<file path="config.mk">
export PLATFORM = sky130hd
export DESIGN_NAME = mem_port_arbiter_flat
export DESIGN_NICKNAME = d
export VERILOG_FILES = /design/src/rtl/mem_port_arbiter_if.sv /design/src/rtl/mem_port_arbiter.sv /design/src/flat_wrapper.sv
export SDC_FILE = /design/constraint.sdc
export NUM_CORES = 1
export LEC_CHECK = 0
export CORE_AREA = 2 2 117 119
export CTS_CLUSTER_DIAMETER = 30
export CTS_CLUSTER_SIZE = 28
export DETAILED_ROUTE_END_ITERATION = 16
export DIE_AREA = 0 0 119 121
export PLACE_DENSITY = 0.75
export RECOVER_POWER = 25
export SYNTH_ARGS = -nofsm -noshare
export SYNTH_HDL_FRONTEND = slang
export SYNTH_SLANG_ARGS = --single-unit
</file>
<file path="constraint.sdc">
create_clock -name clk -period 1.7 [get_ports clk]
set_input_delay 0.34 -clock clk [delete_from_list [all_inputs] [get_ports clk]]
set_output_delay 0.34 -clock clk [all_outputs]
set_load 0.03 [all_outputs]
</file>
<file path="src/rtl/mem_port_arbiter_if.sv">
// Bundle of signals around the shared memory port.
//   CPU side : cpu_req/cpu_we/cpu_addr/cpu_wdata in, cpu_rdata/cpu_stall out
//   DMA side : dma_req/dma_we/dma_addr/dma_wdata in, dma_gnt/dma_rvalid/dma_rdata out
//   Memory   : mem_addr/mem_wd/mem_we out, mem_rd in (combinational read)
//   owner    : current port owner (0 = CPU, 1 = DMA)
// slave  = arbiter's view, master = view of the surrounding core/DMA/memory.
interface mem_port_arbiter_if #(
  parameter int ADDR_W = 32,
  parameter int DATA_W = 32
);
  logic              cpu_req;
  logic              cpu_we;
  logic [ADDR_W-1:0] cpu_addr;
  logic [DATA_W-1:0] cpu_wdata;
  logic [DATA_W-1:0] cpu_rdata;
  logic              cpu_stall;
  logic              dma_req;
  logic              dma_we;
  logic [ADDR_W-1:0] dma_addr;
  logic [DATA_W-1:0] dma_wdata;
  logic              dma_gnt;
  logic              dma_rvalid;
  logic [DATA_W-1:0] dma_rdata;
  logic [ADDR_W-1:0] mem_addr;
  logic [DATA_W-1:0] mem_wd;
  logic              mem_we;
  logic [DATA_W-1:0] mem_rd;
  logic              owner;

  modport slave (
    input  cpu_req, cpu_we, cpu_addr, cpu_wdata,
    output cpu_rdata, cpu_stall,
    input  dma_req, dma_we, dma_addr, dma_wdata,
    output dma_gnt, dma_rvalid, dma_rdata,
    output mem_addr, mem_wd, mem_we,
    input  mem_rd,
    output owner
  );

  modport master (
    output cpu_req, cpu_we, cpu_addr, cpu_wdata,
    input  cpu_rdata, cpu_stall,
    output dma_req, dma_we, dma_addr, dma_wdata,
    input  dma_gnt, dma_rvalid, dma_rdata,
    input  mem_addr, mem_wd, mem_we,
    output mem_rd,
    input  owner
  );
endinterface

</file>
<file path="src/rtl/mem_port_arbiter.sv">
// Two-requester arbiter for the unified memory of the multi-cycle MIPS core.
// The CPU owns the port by default; DMA gets bounded bursts of up to
// BURST_LEN beats, and is forced in after STARVE_LIMIT contended cycles.
// Ports:
//   clk   : rising-edge clock
//   reset : synchronous, active-high
//   bus   : mem_port_arbiter_if.slave (CPU, DMA and Memory signal groups)
module mem_port_arbiter #(
  parameter int ADDR_W       = 32,
  parameter int DATA_W       = 32,
  parameter int STARVE_LIMIT = 8,
  parameter int BURST_LEN    = 4
) (
  input  logic                 clk,
  input  logic                 reset,
  mem_port_arbiter_if.slave    bus
);

  localparam int SW = (STARVE_LIMIT > 1) ? $clog2(STARVE_LIMIT) : 1;
  localparam int BW = (BURST_LEN > 1)    ? $clog2(BURST_LEN)    : 1;
  localparam logic [SW-1:0] STARVE_MAX = SW'(STARVE_LIMIT - 1);
  localparam logic [BW-1:0] BEAT_MAX   = BW'(BURST_LEN - 1);

  typedef enum logic {S_CPU = 1'b0, S_DMA = 1'b1} state_t;

  state_t            state_q, state_d;
  logic [SW-1:0]     starve_q, starve_d;
  logic [BW-1:0]     beat_q, beat_d;
  logic              dma_rvalid_q, dma_rvalid_d;
  logic [DATA_W-1:0] dma_rdata_q, dma_rdata_d;
  logic              in_dma;
  logic              gnt;

  assign in_dma = (state_q == S_DMA);
  // Nothing is serviced during reset, so memory cannot be corrupted.
  assign gnt    = ~reset & bus.dma_req & in_dma;

  always_ff @(posedge clk) begin
    if (reset) begin
      state_q      <= S_CPU;
      starve_q     <= '0;
      beat_q       <= '0;
      dma_rvalid_q <= 1'b0;
      dma_rdata_q  <= '0;
    end else begin
      state_q      <= state_d;
      starve_q     <= starve_d;
      beat_q       <= beat_d;
      dma_rvalid_q <= dma_rvalid_d;
      dma_rdata_q  <= dma_rdata_d;
    end
  end

  always_comb begin
    state_d  = state_q;
    starve_d = starve_q;
    beat_d   = beat_q;
    case (state_q)
      S_CPU: begin
        // Holding beat_cnt at 0 here means every grant starts a fresh burst.
        beat_d = '0;
        if (!bus.dma_req) begin
          starve_d = '0;
        end else if (!bus.cpu_req || starve_q == STARVE_MAX) begin
          // Idle CPU cycle (port left idle this cycle) or starvation limit hit.
          state_d  = S_DMA;
          starve_d = '0;
        end else begin
          starve_d = starve_q + SW'(1);
        end
      end
      S_DMA: begin
        starve_d = '0;
        if (bus.dma_req && beat_q != BEAT_MAX) begin
          beat_d = beat_q + BW'(1);
        end else begin
          // Burst complete, or DMA went quiet: hand the port back.
          state_d = S_CPU;
          beat_d  = '0;
        end
      end
      default: begin
        state_d  = S_CPU;
        starve_d = '0;
        beat_d   = '0;
      end
    endcase
  end

  // Capture read data of an accepted DMA read beat; hold otherwise.
  always_comb begin
    dma_rvalid_d = gnt & ~bus.dma_we;
    dma_rdata_d  = dma_rvalid_d ? bus.mem_rd : dma_rdata_q;
  end

  assign bus.mem_addr   = in_dma ? bus.dma_addr  : bus.cpu_addr;
  assign bus.mem_wd     = in_dma ? bus.dma_wdata : bus.cpu_wdata;
  assign bus.mem_we     = ~reset & (in_dma ? (bus.dma_req & bus.dma_we)
                                           : (bus.cpu_req & bus.cpu_we));
  assign bus.cpu_rdata  = bus.mem_rd;
  assign bus.cpu_stall  = ~reset & bus.cpu_req & in_dma;
  assign bus.dma_gnt    = gnt;
  assign bus.dma_rvalid = dma_rvalid_q;
  assign bus.dma_rdata  = dma_rdata_q;
  assign bus.owner      = state_q;

endmodule

</file>
<file path="src/flat_wrapper.sv">
// flat-port wrapper written by rule: the top's interface ports become plain ports
module mem_port_arbiter_flat 
#(
  parameter int ADDR_W       = 32,
  parameter int DATA_W       = 32,
  parameter int STARVE_LIMIT = 8,
  parameter int BURST_LEN    = 4
)
  (clk, reset, bus_cpu_req, bus_cpu_we, bus_cpu_addr, bus_cpu_wdata, bus_cpu_rdata, bus_cpu_stall, bus_dma_req, bus_dma_we, bus_dma_addr, bus_dma_wdata, bus_dma_gnt, bus_dma_rvalid, bus_dma_rdata, bus_mem_addr, bus_mem_wd, bus_mem_we, bus_mem_rd, bus_owner);
  mem_port_arbiter_if #(.ADDR_W(ADDR_W), .DATA_W(DATA_W)) bus_i ();
  input  logic clk;
  input  logic reset;
  input wire logic [$bits(bus_i.cpu_req)-1:0] bus_cpu_req;
  input wire logic [$bits(bus_i.cpu_we)-1:0] bus_cpu_we;
  input wire logic [$bits(bus_i.cpu_addr)-1:0] bus_cpu_addr;
  input wire logic [$bits(bus_i.cpu_wdata)-1:0] bus_cpu_wdata;
  output wire logic [$bits(bus_i.cpu_rdata)-1:0] bus_cpu_rdata;
  output wire logic [$bits(bus_i.cpu_stall)-1:0] bus_cpu_stall;
  input wire logic [$bits(bus_i.dma_req)-1:0] bus_dma_req;
  input wire logic [$bits(bus_i.dma_we)-1:0] bus_dma_we;
  input wire logic [$bits(bus_i.dma_addr)-1:0] bus_dma_addr;
  input wire logic [$bits(bus_i.dma_wdata)-1:0] bus_dma_wdata;
  output wire logic [$bits(bus_i.dma_gnt)-1:0] bus_dma_gnt;
  output wire logic [$bits(bus_i.dma_rvalid)-1:0] bus_dma_rvalid;
  output wire logic [$bits(bus_i.dma_rdata)-1:0] bus_dma_rdata;
  output wire logic [$bits(bus_i.mem_addr)-1:0] bus_mem_addr;
  output wire logic [$bits(bus_i.mem_wd)-1:0] bus_mem_wd;
  output wire logic [$bits(bus_i.mem_we)-1:0] bus_mem_we;
  input wire logic [$bits(bus_i.mem_rd)-1:0] bus_mem_rd;
  output wire logic [$bits(bus_i.owner)-1:0] bus_owner;
  assign bus_i.cpu_req = bus_cpu_req;
  assign bus_i.cpu_we = bus_cpu_we;
  assign bus_i.cpu_addr = bus_cpu_addr;
  assign bus_i.cpu_wdata = bus_cpu_wdata;
  assign bus_cpu_rdata = bus_i.cpu_rdata;
  assign bus_cpu_stall = bus_i.cpu_stall;
  assign bus_i.dma_req = bus_dma_req;
  assign bus_i.dma_we = bus_dma_we;
  assign bus_i.dma_addr = bus_dma_addr;
  assign bus_i.dma_wdata = bus_dma_wdata;
  assign bus_dma_gnt = bus_i.dma_gnt;
  assign bus_dma_rvalid = bus_i.dma_rvalid;
  assign bus_dma_rdata = bus_i.dma_rdata;
  assign bus_mem_addr = bus_i.mem_addr;
  assign bus_mem_wd = bus_i.mem_wd;
  assign bus_mem_we = bus_i.mem_we;
  assign bus_i.mem_rd = bus_mem_rd;
  assign bus_owner = bus_i.owner;
  mem_port_arbiter #(.ADDR_W(ADDR_W), .DATA_W(DATA_W), .STARVE_LIMIT(STARVE_LIMIT), .BURST_LEN(BURST_LEN)) u_core (.clk(clk), .reset(reset), .bus(bus_i));
endmodule
</file>
======== Word-level counts from Yosys, hierarchy flattened ========
Cells that the tools add are included.
cells by class
  add/subtract/negate cells ............... 2
  eq/ne operators ......................... 2
  muxes and demuxes ....................... 12
  bitwise gates (word level) .............. 11
  reduce and logical (&&, ||, !) cells .... 3
operators by type and width
  cell                 number
  $mux 32              2
  $and 1x1->1          8
  $mux 3               2
  $pmux 3 s2           1
  $mux 1               4
  $pmux 2 s2           1
  $add 3x1->3 const B  1
  $eq 3x3->1 const B   1
  $not 1->1            3
  $add 2x1->2 const B  1
  $mux 2               1
  $ne 2x2->1 const B   1
  $pmux 1 s2           1
  $logic_and 1x1->1    1
  $logic_not 1->1      1
  $logic_or 1x1->1     1
storage, ports and cells
  flip-flop bits (word level) ............. 39
  output and inout port bits .............. 133
  word-level logic and storage cells ...... 35

======== Logic depth before layout (Yosys ltp) ========
Gate-level depths: netlist of run 1.
  word-level depth ........................ 5
  gate-level depth with buffers ........... 5
  depth with buffers taken out ............ 4

======== Worst setup path before layout of run 1 ========
Ideal clock, no wire load.
  kind .................................... register to output
  from .................................... reg u_core.state_q (netlist: u_core.bus.owner)
  to ...................................... out bus_mem_we
  arrival ................................. 1.408 ns
  data required time ...................... 1.360 ns
  setup slack ............................. -0.048 ns
  cell stages (with the launch flop) ...... 5
  path buffers ............................ 2
  path through ............................ dfxtp_1 buf_6 buf_2 nand3_1 a21oi_1
on the way
  word-level cells in the longest chain between the ends .. 2
ends and longest elaborated chain
  element                 RTL line                source
  from (decl)             mem_port_arbiter.sv:26  state_t state_q, state_d;
  from (signal assigned)  mem_port_arbiter.sv:46  state_q <= state_d;
  $mux 1                  mem_port_arbiter.sv:98  assign bus.mem_we = ~reset & (in_dma ? (bus.dma_req & bus.dma_we)
  $and 1x1->1             mem_port_arbiter.sv:98
  to (decl)               flat_wrapper.sv:28      output wire logic [$bits(bus_i.mem_we)-1:0] bus_mem_we;
No other way between the ends.

======== Worst setup path in the final report of run 1 ========
  from .................................... reg u_core.state_q (netlist: u_core.bus.owner)
  to ...................................... out bus_mem_addr[27]
on the way
  word-level cells in the longest chain between the ends .. 1
ends and longest elaborated chain
  element    RTL line                source
  $mux 32    mem_port_arbiter.sv:96  assign bus.mem_addr = in_dma ? bus.dma_addr : bus.cpu_addr;
  to (decl)  flat_wrapper.sv:26      output wire logic [$bits(bus_i.mem_addr)-1:0] bus_mem_addr;
No other way between the ends.

==> impl_metrics.json, run 1 <==
{
  "p_comb_share_pct": 45.0,
  "syn_nets": 439,
  "met1_length_mm": 5.92,
  "path_buf_inv": 3,
  "io_buffers": 298,
  "grt_use_total_pct": 18.5,
  "p_sw_uw": 1110,
  "crit_path_max_incr_delay_ps": 380,
  "synth_simple_gate_area_share_pct": 18.2,
  "core-area_um2": 13100,
  "rr_startpoint": "u_core.bus.owner$_SDFF_PP0_",
  "ys_seq_elements": 39,
  "finalHoldViolations": 0,
  "synth_top_flop_cell": "dfxtp_1",
  "synthesis.area_um2": 2730,
  "p_seq_share_pct": 25.5,
  "reg2reg_slack_ps": 90,
  "grt_max_degree": 45,
  "routed_via_density": 4.30,
  "hold_path.class": "flop to flop",
  "vdd_drop_max_mv": 0.462,
  "pin_count": 299,
  "ant_nets": 0,
  "p_leak_uw": 0.00270,
  "met3_length_mm": 1.44,
  "synth_top_area_share_pct": 28.6,
  "die_w_um": 119,
  "drtIter0Drc": 102,
  "grt_pass1_vias": 3205,
  "clkPwrFrac_pct": 29.5,
  "fin_ws_ps": -85.4,
  "synth_largest_area_cell": "dfxtp_1",
  "cts_tree": "done",
  "grt-ovfl-total": 0,
  "fin_hold_ws_ps": 432,
  "setup_violations": 62,
  "synth_top_family_by_area": "multiplexers",
  "synthTopCellsByArea": "dfxtp_1, mux2_2, nand2b_1",
  "numClockSinks": 39,
  "avgSynthCellArea_um2": 10.1,
  "num_rows": 42,
  "power.internal_uw": 2560,
  "wl_per_cell_um": 20.9,
  "top_layer_used": "met5",
  "synthXorXnorAreaFrac_pct": 0,
  "slew-limit-headroom_pct": 74.3,
  "place.gp.congestion": 0.975,
  "diodes": 0,
  "start_kind": "flop",
  "grt_pass1_wl_mm": 19.8,
  "areaGrowthSynthToFinish_pct": 137,
  "synthArstFlopShare_pct": 0,
  "final_area_um2": 6470,
  "placed_area_um2": 5550,
  "pwr_density_cell_nw_per_um2": 567,
  "yosysMostFrequentCell": "nand2b_1",
  "cpMaxStageDelayCell": "dfxtp_4",
  "synth_edf_count": 0,
  "start_util_pct": 20.9,
  "wl_mm": 15.2,
  "dp_hpwl_mm": 11.5,
  "rsz0062_at_grt": "yes",
  "worst_ep_required_time_ps": 1360,
  "synthAdderAreaFrac_pct": 1.37,
  "period_minus_slack_ps": 1790,
  "critPathKind": "flop to output port",
  "yosysSeqAreaShare_pct": 28.6,
  "startpoint": "u_core.bus.owner$_SDFF_PP0_",
  "via_count": 3118,
  "cts_buffers": 5,
  "firstDrtPassIters": 4,
  "nNetsFinal": 717,
  "worst_skew_pair.late_latency_ps": 280,
  "cp.arrival_ps": 1450,
  "layout-drive-gt1-share_pct": 36.2,
  "fmax_mhz": 560,
  "remaining_drc_errors": 0,
  "cp_cell_sequence": "buf_8 > clkbuf_16 > mux2_4 > buf_6",
  "drv_slew": 0,
  "crit_family": "buffers and inverters",
  "dieArea_um2": 14400,
  "violations": "setup timing",
  "ys_types": 20,
  "worstPathMaxFanout": 5,
  "clockRootBuffer": "clkbuf_16",
  "synth_common_cells": "nand2b_1, mux2_2, dfxtp_1, buf_4, mux2i_1",
  "finClkSkew_ps": 7.89,
  "clk_pin_slew_ps": 60,
  "htreeDepth": 2,
  "maxCapViolations": 0,
  "met2_length_mm": 7.41,
  "ctsHoldBuffers": 0,
  "final.setup.tns_ps": -3020,
  "worst_slew_pin_slew_ps": 384,
  "clock_path_buffers": 2,
  "fill_cells": 1146,
  "synth_mux_area_share_pct": 38.1,
  "synth_warnings": 0,
  "power_switching_share_pct": 30.3,
  "end_kind": "output port",
  "antenna_found_initial": 1,
  "status": "finished with violations",
  "fin_crit_sh_pct": 105,
  "hp-start": "u_core.beat_q[0]$_SDFF_PP0_",
  "die_h_um": 121,
  "synthCells": 270,
  "synth_compound_area_share_pct": 0.458
}
## what timing repair did
item / CTS / global route
gates resized for setup: 73 / 63
endpoints found under the setup margin: 64 / 67
pin swaps: 0 / 1
gates cloned: 1 / 8
setup buffers: 0 / 5
## per-stage QoR
stage	instances	power (uW)	util (%)	setup WS, ps
2_1_floorplan	270	1620	-	65.2
3_3_place_gp	703	2340	42.4	47.8
3_5_place_dp	703	2350	42.4	6.11
4_1_cts	712	3560	46.0	-111
5_1_grt	725	3780	49.5	-110
6_report	725	3670	49.5	-85.4
## worst register-to-register path, delay by kind of cell, from the launching register on
family                 cells  cell delay (ps)
buffers and inverters      5              710
flip-flops                 1              380
multiplexers               1              230
AND/OR/NAND/NOR            1              220
## power groups by stage
stage                     sequential [uW]  combinational, uW  clock [uW]
final                                 937               1650        1080
after detailed placement              957               1390           0
after CTS                             939               1510        1110
after floorplan                       981                635           0
after global routing                  938               1710        1140
after global placement                957               1390           0
## worst paths after layout
check        depth (start not counted)                                   end
max reg2reg                          7  u_core.bus.dma_rdata[1]$_SDFFE_PP0P_
min                                  1           u_core.beat_q[0]$_SDFF_PP0_
min reg2reg                          1           u_core.beat_q[0]$_SDFF_PP0_
max                                  4                      bus_mem_addr[27]
## layer usage
layer | up-vias | GRT usage [%]
met2 | 199 | 30.7
met4 | 2 | 6.10
met3 | 26 | 7.28
met1 | 1449 | 21.9
met5 | - | 0
li1 | 1442 | -
## sequential cells by signal, indices dropped and copies added (netlist names)
signal,flops
u_core.bus.owner,1
u_core.bus.dma_rdata,32
u_core.beat_q,2
u_core.starve_q,3
u_core.bus.dma_rvalid,1
## final cells by class
class	instances	area [um^2]	area share, %
inverters	1	3.75	0.0580
clock inverters	3	46.3	0.715
repair buffers	322	3460	53.4
flip-flops and latches	39	785	12.1
well taps	176	220	3.40
multi-input cells	179	1830	28.3
clock buffers	5	125	1.93
## kinds of logic (layout without fill, tap and decap cells)
| kind of cell | Yosys count | count (layout) |
|---|---|---|
| flops | 39 | 39 |
| fa+ha+maj | 3 | 3 |
| buf+inv | 52 | 331 |
| compound gates | 2 | 2 |
| simple gates | 78 | 78 |
| mux | 96 | 96 |
## layout by cell type, fill, tap and decap left out, drive strengths merged
cell	synthesis	layout
dlymetal6s2s	0	2
bufinv	0	1
nand3	1	1
clkdlybuf4s50	0	196
nor2b	1	1
and3b	2	2
nand3b	2	2
a211oi	1	1
mux2i	32	32
dfxtp	39	39
nand2b	65	65
ha	3	3
a21oi	1	1
buf	45	118
nor3b	3	3
clkbuf	6	11
clkinvlp	0	1
mux2	64	64
nor4b	1	1
nor2	1	1
inv	1	2
and3	2	2
(Power assumes the default switching activity.)
==> run 2, diff against run 1 <==
GPL_TIMING_DRIVEN = 0   (was unset)
PLACE_DENSITY = 0.68   (was 0.75)
==> run 2 against run 1 <==
Against the previous run:
- the run still ends with setup timing left
- core utilization increased by 2.2 points
- combinational power about the same
- worst hold slack got worse by 2.8 ps
- register-to-register slack got worse by 30 ps
- sequential power about the same
- clock skew decreased by 0.85 ps
- maximum frequency decreased by 3.2%
- global-route usage decreased by 0.74 points
- critical endpoint is now bus_mem_wd[28]
- highest routed layer is now met4
==> impl_metrics.json, run 2 (synthesis results as in run 1) <==
{
  "status": "finished with violations",
  "violations": "setup timing",
  "place.gp.congestion": 0.910,
  "ctsHoldBuffers": 0,
  "areaGrowthSynthToFinish_pct": 147,
  "power.internal_uw": 2490,
  "vdd_drop_max_mv": 0.374,
  "p_leak_uw": 0.00293,
  "fin_ws_ps": -145,
  "power_switching_share_pct": 30.2,
  "top_usage_layer": "met2",
  "diodes": 0,
  "ant_nets": 0,
  "die_w_um": 119,
  "clock_path_buffers": 2,
  "layout-drive-gt1-share_pct": 36.2,
  "multiInputGateArea_um2": 1810,
  "p_comb_share_pct": 45.9,
  "grt_pass1_wl_mm": 19.7,
  "slew-limit-headroom_pct": 72.0,
  "layout_commonest_cell": "clkdlybuf4s50_1",
  "worstPathMaxFanout": 8,
  "worst_skew_pair.late_latency_ps": 280,
  "setup_violations": 51,
  "nNetsFinal": 770,
  "clkPwrFrac_pct": 27.8,
  "fmax_mhz": 542,
  "wl_per_cell_um": 17.3,
  "p_sw_uw": 1080,
  "fin_crit_sh_pct": 109,
  "pwr_density_cell_nw_per_um2": 527,
  "finalHoldViolations": 0,
  "hold_path.class": "flop to flop",
  "worst_ep_required_time_ps": 1360,
  "num_rows": 42,
  "end_kind": "output port",
  "io_buffers": 297,
  "placed_area_um2": 5930,
  "largest_register_ffs": 32,
  "clockRootBuffer": "clkbuf_16",
  "grt_max_degree": 13,
  "fin_util_pct": 51.6,
  "grt_use_total_pct": 17.8,
  "grt-ovfl-total": 0,
  "worst_slew_pin_slew_ps": 420,
  "routed_via_density": 4.12,
  "fill_cells": 1183,
  "dieArea_um2": 14400,
  "grt_pass1_vias": 3442,
  "remaining_drc_errors": 0,
  "post-place-ws_ps": -512,
  "critPathKind": "flop to output port",
  "drv_slew": 0,
  "grtUsageMet2_pct": 32.1,
  "cts_tree": "done",
  "grtUsageMet1_pct": 20.8,
  "wl_mm": 13.5,
  "core-area_um2": 13100,
  "layout_common_cells": "clkdlybuf4s50_1, buf_6, nand2b_1",
  "cts_buffers": 5,
  "die_h_um": 121,
  "p_seq_share_pct": 26.3,
  "reg2reg_slack_ps": 60,
  "maxCapViolations": 0,
  "rsz0062_at_grt": "yes",
  "drtIter0Drc": 67,
  "finClkSkew_ps": 7.04,
  "fin_hold_ws_ps": 430,
  "met3_usage_pct": 4.98,
  "clk_pin_slew_ps": 50,
  "register_area_um2": 785,
  "final_area_um2": 6760,
  "start_kind": "flop",
  "via_count": 3209,
  "dp_hpwl_mm": 10.4,
  "pin_count": 299,
  "firstDrtPassIters": 4,
  "htreeDepth": 2,
  "start_util_pct": 20.9,
  "numClockSinks": 39,
  "period_minus_slack_ps": 1840,
  "antenna_found_initial": 0,
  "cp.arrival_ps": 1500
}
run 2: power by group through the flow:
stage | Combinational (uW) | Clock [uW] | Sequential (uW)
6_report | 1630 | 992 | 936
5_1_grt | 1700 | 1080 | 937
4_1_cts | 1630 | 1030 | 937
3_5_place_dp | 1440 | 0 | 956
3_3_place_gp | 1430 | 0 | 956
2_1_floorplan | 635 | 0 | 981
run 2: final cells by class:
| type | instances | area share (%) |
|---|---|---|
| clock buffers | 7 | 2.26 |
| plain buffers | 51 | 6.94 |
| repair buffers | 324 | 49.0 |
| clock inverters | 1 | 0.111 |
| multi-input cells | 179 | 26.8 |
| well taps | 176 | 3.26 |
| inverters | 1 | 0.0555 |
| flip-flops and latches | 39 | 11.6 |
run 2: final timing paths:
kind / from / endpoint / cells past startpoint
worst max-delay path: u_core.bus.owner$_SDFF_PP0_ / bus_mem_wd[28] / 5
worst max register to register: u_core.bus.owner$_SDFF_PP0_ / u_core.bus.dma_rdata[1]$_SDFFE_PP0P_ / 8
worst min-delay path: u_core.starve_q[0]$_SDFF_PP0_ / u_core.starve_q[0]$_SDFF_PP0_ / 1
worst min register to register: u_core.starve_q[0]$_SDFF_PP0_ / u_core.starve_q[0]$_SDFF_PP0_ / 1
run 2: stage by stage:
step	instances	total power (uW)	TNS [ps]
2_1_floorplan	270	1620	0
3_3_place_gp	743	2390	-29140
3_5_place_dp	743	2400	-30540
4_1_cts	776	3600	-5440
5_1_grt	778	3710	-7460
6_report	778	3560	-4760
run 2: timing repair:
item | CTS | global route
buffers inserted | 21 | 4
setup endpoints to repair | 99 | 105
gates resized for setup | 582 | 30
hold endpoints to repair | 0 | 0
gates cloned | 4 | 0
pin swaps | 1 | 0
run 2: layer usage:
| metal | vias up | part of all wire, % | wire length [um] |
|---|---|---|---|
| met5 | - | 0 | 0 |
| met4 | 0 | 1.5 | 201 |
| met3 | 15 | 7.5 | 1010 |
| met2 | 145 | 51 | 6820 |
| met1 | 1495 | 40 | 5450 |
| li1 | 1554 | - | - |
run 2: worst max-delay path: stages (launching register included):
cell	delay, ps
dfxtp_4	350
buf_12	140
buf_12	140
buf_12	120
mux2_4	320
buf_6	150
==> run 3, diff against run 2 <==
CTS_BUF_LIST = sky130_fd_sc_hd__clkbuf_8   (was unset)
==> run 3 against run 2 <==
Against the previous run:
- the flow still finishes with violations (setup timing)
- flip-flop and latch count did not move
- worst setup slack got worse by 61 ps
- routed wire length fell by 1.2%
- critical path depth rose by 1
- sequential power barely moved
==> impl_metrics.json, run 3 (synthesis results as in run 1) <==
{
  "status": "finished with violations",
  "violations": "setup timing",
  "start_kind": "flop",
  "hold_depth": 1,
  "finClkSkew_ps": 9.79,
  "diodes": 0,
  "totalPowerFinal_uw": 3270,
  "maxCapViolations": 0,
  "pwr_density_cell_nw_per_um2": 501,
  "io_buffers": 297,
  "drtIter0Drc": 91,
  "cts_tree": "done",
  "layout_common_cells": "clkdlybuf4s50_1, buf_6, nand2b_1",
  "startpoint": "u_core.bus.owner$_SDFF_PP0_",
  "pin_count": 299,
  "cp.arrival_ps": 1570,
  "grt_pass1_vias": 3427,
  "final_area_um2": 6520,
  "start_util_pct": 20.9,
  "via_count": 3170,
  "post-place-ws_ps": -512,
  "placed_area_um2": 5930,
  "worst_skew_pair.late_latency_ps": 290,
  "end_kind": "output port",
  "hold_path.class": "flop to flop",
  "largest_register_ffs": 32,
  "antenna_found_initial": 0,
  "rr_endpoint": "u_core.bus.dma_rdata[14]$_SDFFE_PP0P_",
  "htreeDepth": 2,
  "fin_crit_sh_pct": 112,
  "grt_pass1_wl_mm": 19.7,
  "place.gp.congestion": 0.910,
  "cpMaxStageDelayCell": "dfxtp_4",
  "slew-limit-headroom_pct": 70.1,
  "die_w_um": 119,
  "nNetsFinal": 759,
  "fin_cells": 767,
  "grt-ovfl-total": 0,
  "ant_nets": 0,
  "reg2reg_depth": 7,
  "worst_slew_pin_slew_ps": 450,
  "worstPathMaxFanout": 3,
  "core-area_um2": 13100,
  "worst_ep_required_time_ps": 1360,
  "dp_hpwl_mm": 10.4,
  "grt_use_total_pct": 17.6,
  "fmax_mhz": 525,
  "cp_cell_sequence": "buf_6 > buf_12 > buf_16 > buf_12 > mux2_4 > buf_6",
  "fill_cells": 1212,
  "clk_pin_slew_ps": 70,
  "layout_commonest_cell": "clkdlybuf4s50_1",
  "firstDrtPassIters": 4,
  "crit_family": "buffers and inverters",
  "crit_path_max_incr_delay_ps": 360,
  "period_minus_slack_ps": 1910,
  "clock_path_buffers": 2,
  "routed_via_density": 4.13,
  "remaining_drc_errors": 0,
  "path_buf_inv": 5,
  "layout-drive-gt1-share_pct": 34.5,
  "dp_cells": 743,
  "grt_max_degree": 13,
  "clockRootBuffer": "clkbuf_8",
  "finalHoldViolations": 0,
  "fin_ws_ps": -206,
  "reg2reg_slack_ps": 160,
  "rr_startpoint": "u_core.bus.owner$_SDFF_PP0_",
  "die_h_um": 121,
  "wl_mm": 13.3,
  "cp-endpoint": "bus_mem_addr[5]",
  "drv_slew": 0,
  "cp.depth": 6,
  "areaGrowthSynthToFinish_pct": 138,
  "wl_per_cell_um": 17.4,
  "dieArea_um2": 14400,
  "vdd_drop_max_mv": 0.291,
  "setup_violations": 61,
  "rsz0062_at_grt": "yes",
  "num_rows": 42,
  "critPathKind": "flop to output port",
  "cts_buffers": 5,
  "numClockSinks": 39,
  "p_leak_uw": 0.00278
}
==> run 3: cell types whose count changed in the layout (fill, tap and decap cells not counted), moves of 2 or more <==
cell | previous run | this run
mux2i_2 | 2 | 0
buf_8 | 7 | 4
mux2_4 | 55 | 63
dlymetal6s2s_1 | 5 | 2
clkbuf_16 | 5 | 1
clkbuf_1 | 6 | 26
clkdlybuf4s50_1 | 192 | 176
buf_6 | 66 | 76
mux2_2 | 9 | 1
buf_4 | 53 | 37
clkbuf_8 | 2 | 7
mux2i_1 | 30 | 32
==> run 3: worst register-to-register path, cell delays in order (launching register included) <==
cell and delay (ps):
dfxtp_4 370, buf_6 110, buf_6 140, buf_4 120, and3b_1 190, buf_6 140
buf_6 170, mux2i_1 220
==> run 3: how the worst min path moves through the flow <==
| stage | startpoint | end | slack (ps) |
|---|---|---|---|
| floorplan | u_core.starve_q[0]$_SDFF_PP0_ | u_core.starve_q[0]$_SDFF_PP0_ | 400 |
| global placement | u_core.starve_q[0]$_SDFF_PP0_ | u_core.starve_q[0]$_SDFF_PP0_ | 410 |
| detailed placement | u_core.starve_q[0]$_SDFF_PP0_ | u_core.starve_q[0]$_SDFF_PP0_ | 430 |
| CTS | u_core.starve_q[0]$_SDFF_PP0_ | u_core.starve_q[0]$_SDFF_PP0_ | 440 |
| global route | u_core.beat_q[0]$_SDFF_PP0_ | u_core.beat_q[0]$_SDFF_PP0_ | 450 |
| finish | u_core.starve_q[0]$_SDFF_PP0_ | u_core.starve_q[0]$_SDFF_PP0_ | 430 |
==> run 3: per-layer routing <==
metal  vias to the layer above  track usage, %  wire (um)
met5                         -               0          0
met4                         0            3.42        180
met3                        10            4.79        964
met2                       148            31.6       6670
met1                      1488            21.2       5500
li1                       1524               -          -
==> run 3: cell type report <==
cell class,instances,area (um^2),share of cell area (%)
Clock buffer,7,96.3,1.48
Timing Repair Buffer,316,3170,48.6
Multi-Input combinational cell,179,1830,28.2
Tap cell,176,220,3.38
Sequential cell,39,785,12.0
Inverter,1,3.75,0.0576
Buffer,48,403,6.18
Clock inverter,1,7.51,0.115
==> run 3: power by group <==
group | internal, uW | switching [uW]
clock | 370 | 336
combinational | 927 | 699
sequential | 926 | 8.56
==> run 3: stage by stage <==
stage	hold WS [ps]	TNS, ps	utilization, %
floorplan	405	0	-
global placement	414	-29140	45.3
detailed placement	428	-30540	45.3
CTS	439	-7490	51.4
global route	453	-6970	49.8
finish	431	-3950	49.8
==> run 3: repair_timing <==
| action | in CTS | in global routing |
|---|---|---|
| cloned | 5 | 1 |
| setup buffers | 16 | 0 |
| pin swaps | 1 | 1 |
| resized for setup | 605 | 36 |
| setup endpoints to repair | 100 | 98 |
| hold buffers | 0 | 0 |
==> patch (config.mk and constraints of run 1) <==
`dma_rdata_q` no longer has a reset.
--- a/src/rtl/mem_port_arbiter.sv
+++ b/src/rtl/mem_port_arbiter.sv
@@ -41,14 +41,16 @@
       starve_q     <= '0;
       beat_q       <= '0;
       dma_rvalid_q <= 1'b0;
-      dma_rdata_q  <= '0;
     end else begin
       state_q      <= state_d;
       starve_q     <= starve_d;
       beat_q       <= beat_d;
       dma_rvalid_q <= dma_rvalid_d;
-      dma_rdata_q  <= dma_rdata_d;
     end
+  end
+
+  always_ff @(posedge clk) begin
+    dma_rdata_q <= dma_rdata_d;
   end
 
   always_comb begin
Function: differs if reset is asserted again (counterexample within 4 cycles, from zero or initial values and one cycle with reset high); with reset held inactive, the same outputs for 10 cycles.
==> patch against run 1 <==
- routed wire length down 23%
- sequential share of layout area grew 6.2 points
- setup slack better by 0.023 ns
- total power shrank 0.41%
- sequential cell count stayed put
- count of clock-buffer cells in the layout increased by 2
- highest routed layer is now met4
- area after synthesis down 15%
- clock power up 4%
- final cell count down 14%
- non-clock buffer count down 5
- the flow still finishes with violations (setup timing)
- via count down 18%
- global-route usage decreased by 3.6 points
- cell area fell by 7.0%
==> patch: results (changes against run 1) <==
* Fill count at 1135 (-0.96%)
* Distinct cell type count after synthesis at 21 (+5.0%)
* Leading post-synthesis cells by cell area: edfxtp_1, mux2_2, buf_4, dfxtp_1, buf_6
* Vias in the first global route at 2690 (-16%)
* Critical Path Slowest Stage Cell: dfxtp_4
* Failing checks: setup timing
* Worst-path maximum fanout at 8 (+3)
* Status: complete, but fails checks
* Input/output buffers at 298 (unchanged)
* Metal1 wirelength at 4700 microns (-21%)
* Final std cells w/o fill at 624 (-14%)
* DR vias at 2551 (-18%)
* Met2 routed WL at 5480 microns (-26%)
* Crit path DAT at 1.42 ns (-0.03 ns)
* Leak at 0.00252 uW (-6.4%)
* Highest layer used for signal routing: met4
* Leading cell types by count after synthesis: mux2_2, buf_4, edfxtp_1
* Met2 usage at 24.1% (-6.6 points)
* Final setup vio count at 65 (+4.8%)
* Initial DRT Pass Iterations at 4 (unchanged)
* Mapped Cells at 163 (-40%)
* Grt met3 use at 6.06% (-1.2 points)
* Largest net degree at the start of global routing at 33 (-27%)
* Initial antenna violation count at 0 (-1)
* Share of cells above drive strength 1 at 44.4% (+8.2 points)
* Global-route wire length before repair at 16200 microns (-18%)
* Least-Margin Pin Slew at 0.358 ns (-0.0266 ns)
* Worst IR Drop VDD at 0.585 mV (+27%)
* Hold Crit Start: u_core.starve_q[0]$_SDFF_PP0_
* Setup TNS at -2.90 ns (+0.124 ns)
* DR iter-0 viols at 108 (+5.9%)
* Setup Skew at 0.00654 ns (-0.00135 ns)
* DR WL/cell at 18.7 microns (-11%)
* Setup ws final at -0.0627 ns (+0.0227 ns)
* Gr usage total at 14.9% (-3.6 points)
* Met3 wire length at 1220 microns (-15%)
* Post-synthesis sequential area ratio at 47.5% (+19 points)
* GPL Wtd Cong at 0.821 (-16%)
* DP HPWL at 8800 microns (-24%)
* Grt met1 use at 18.4% (-3.5 points)
-- patch: cell count changes in the layout (fill, tap and decap cells not counted), sizes merged, moves of 3 or more --
cell | run 1 | this run
dlygate4sd3 | 0 | 32
edfxtp | 0 | 32
mux2i | 32 | 0
nand2b | 65 | 1
clkdlybuf4s50 | 196 | 165
clkbuf | 11 | 8
dfxtp | 39 | 7
-- patch: repair_timing --
action,in CTS,in global routing
gates cloned,3,1
endpoints found under the setup margin,59,67
buffers inserted,4,2
resized for setup,123,28
pin swaps,1,0
-- patch: cell families (layout without fill, tap and decap cells) --
kind of cell / count (synthesis) / in the layout / synth area share [%]
AO/OA/AOI/OAI: 2 / 2 / 0.540
adder cells (fa/ha/maj): 3 / 3 / 1.62
buffers and inverters: 41 / 326 / 14.4
flip-flops: 39 / 39 / 47.5
multiplexers: 64 / 64 / 31.1
AND/OR/NAND/NOR: 14 / 14 / 4.86
-- patch: final timing paths --
kind,to,slack (ns),cells after the start
worst min register to register,u_core.starve_q[0]$_SDFF_PP0_,0.43,1
worst max-delay path,bus_mem_wd[11],-0.06,4
worst max register to register,u_core.bus.dma_rdata[29]$_DFFE_PP_,0.27,5
worst min-delay path,u_core.starve_q[0]$_SDFF_PP0_,0.43,1
-- patch: stage by stage --
step                      instance area, sq um  utilization (%)
final                                     6020             46.0
after global routing                      6020             46.0
after CTS                                 5890             45.0
after detailed placement                  5130             39.2
after global placement                    5130             39.2
after floorplan                           2340                -
-- patch: cell type report --
cell class	instances	area share, %
timing repair buffer	317	55.8
multi-input combinational	83	19.0
sequential	39	18.4
tap	176	3.66
clock buffer	7	2.91
clock inverter	1	0.187
inverter	1	0.0624
-- patch: power by group --
part / leakage, uW / internal [uW] / switching [uW]
registers: 0.000346 / 1040 / 5.06
clock network: 0.0000923 / 732 / 390
logic: 0.00208 / 839 / 647
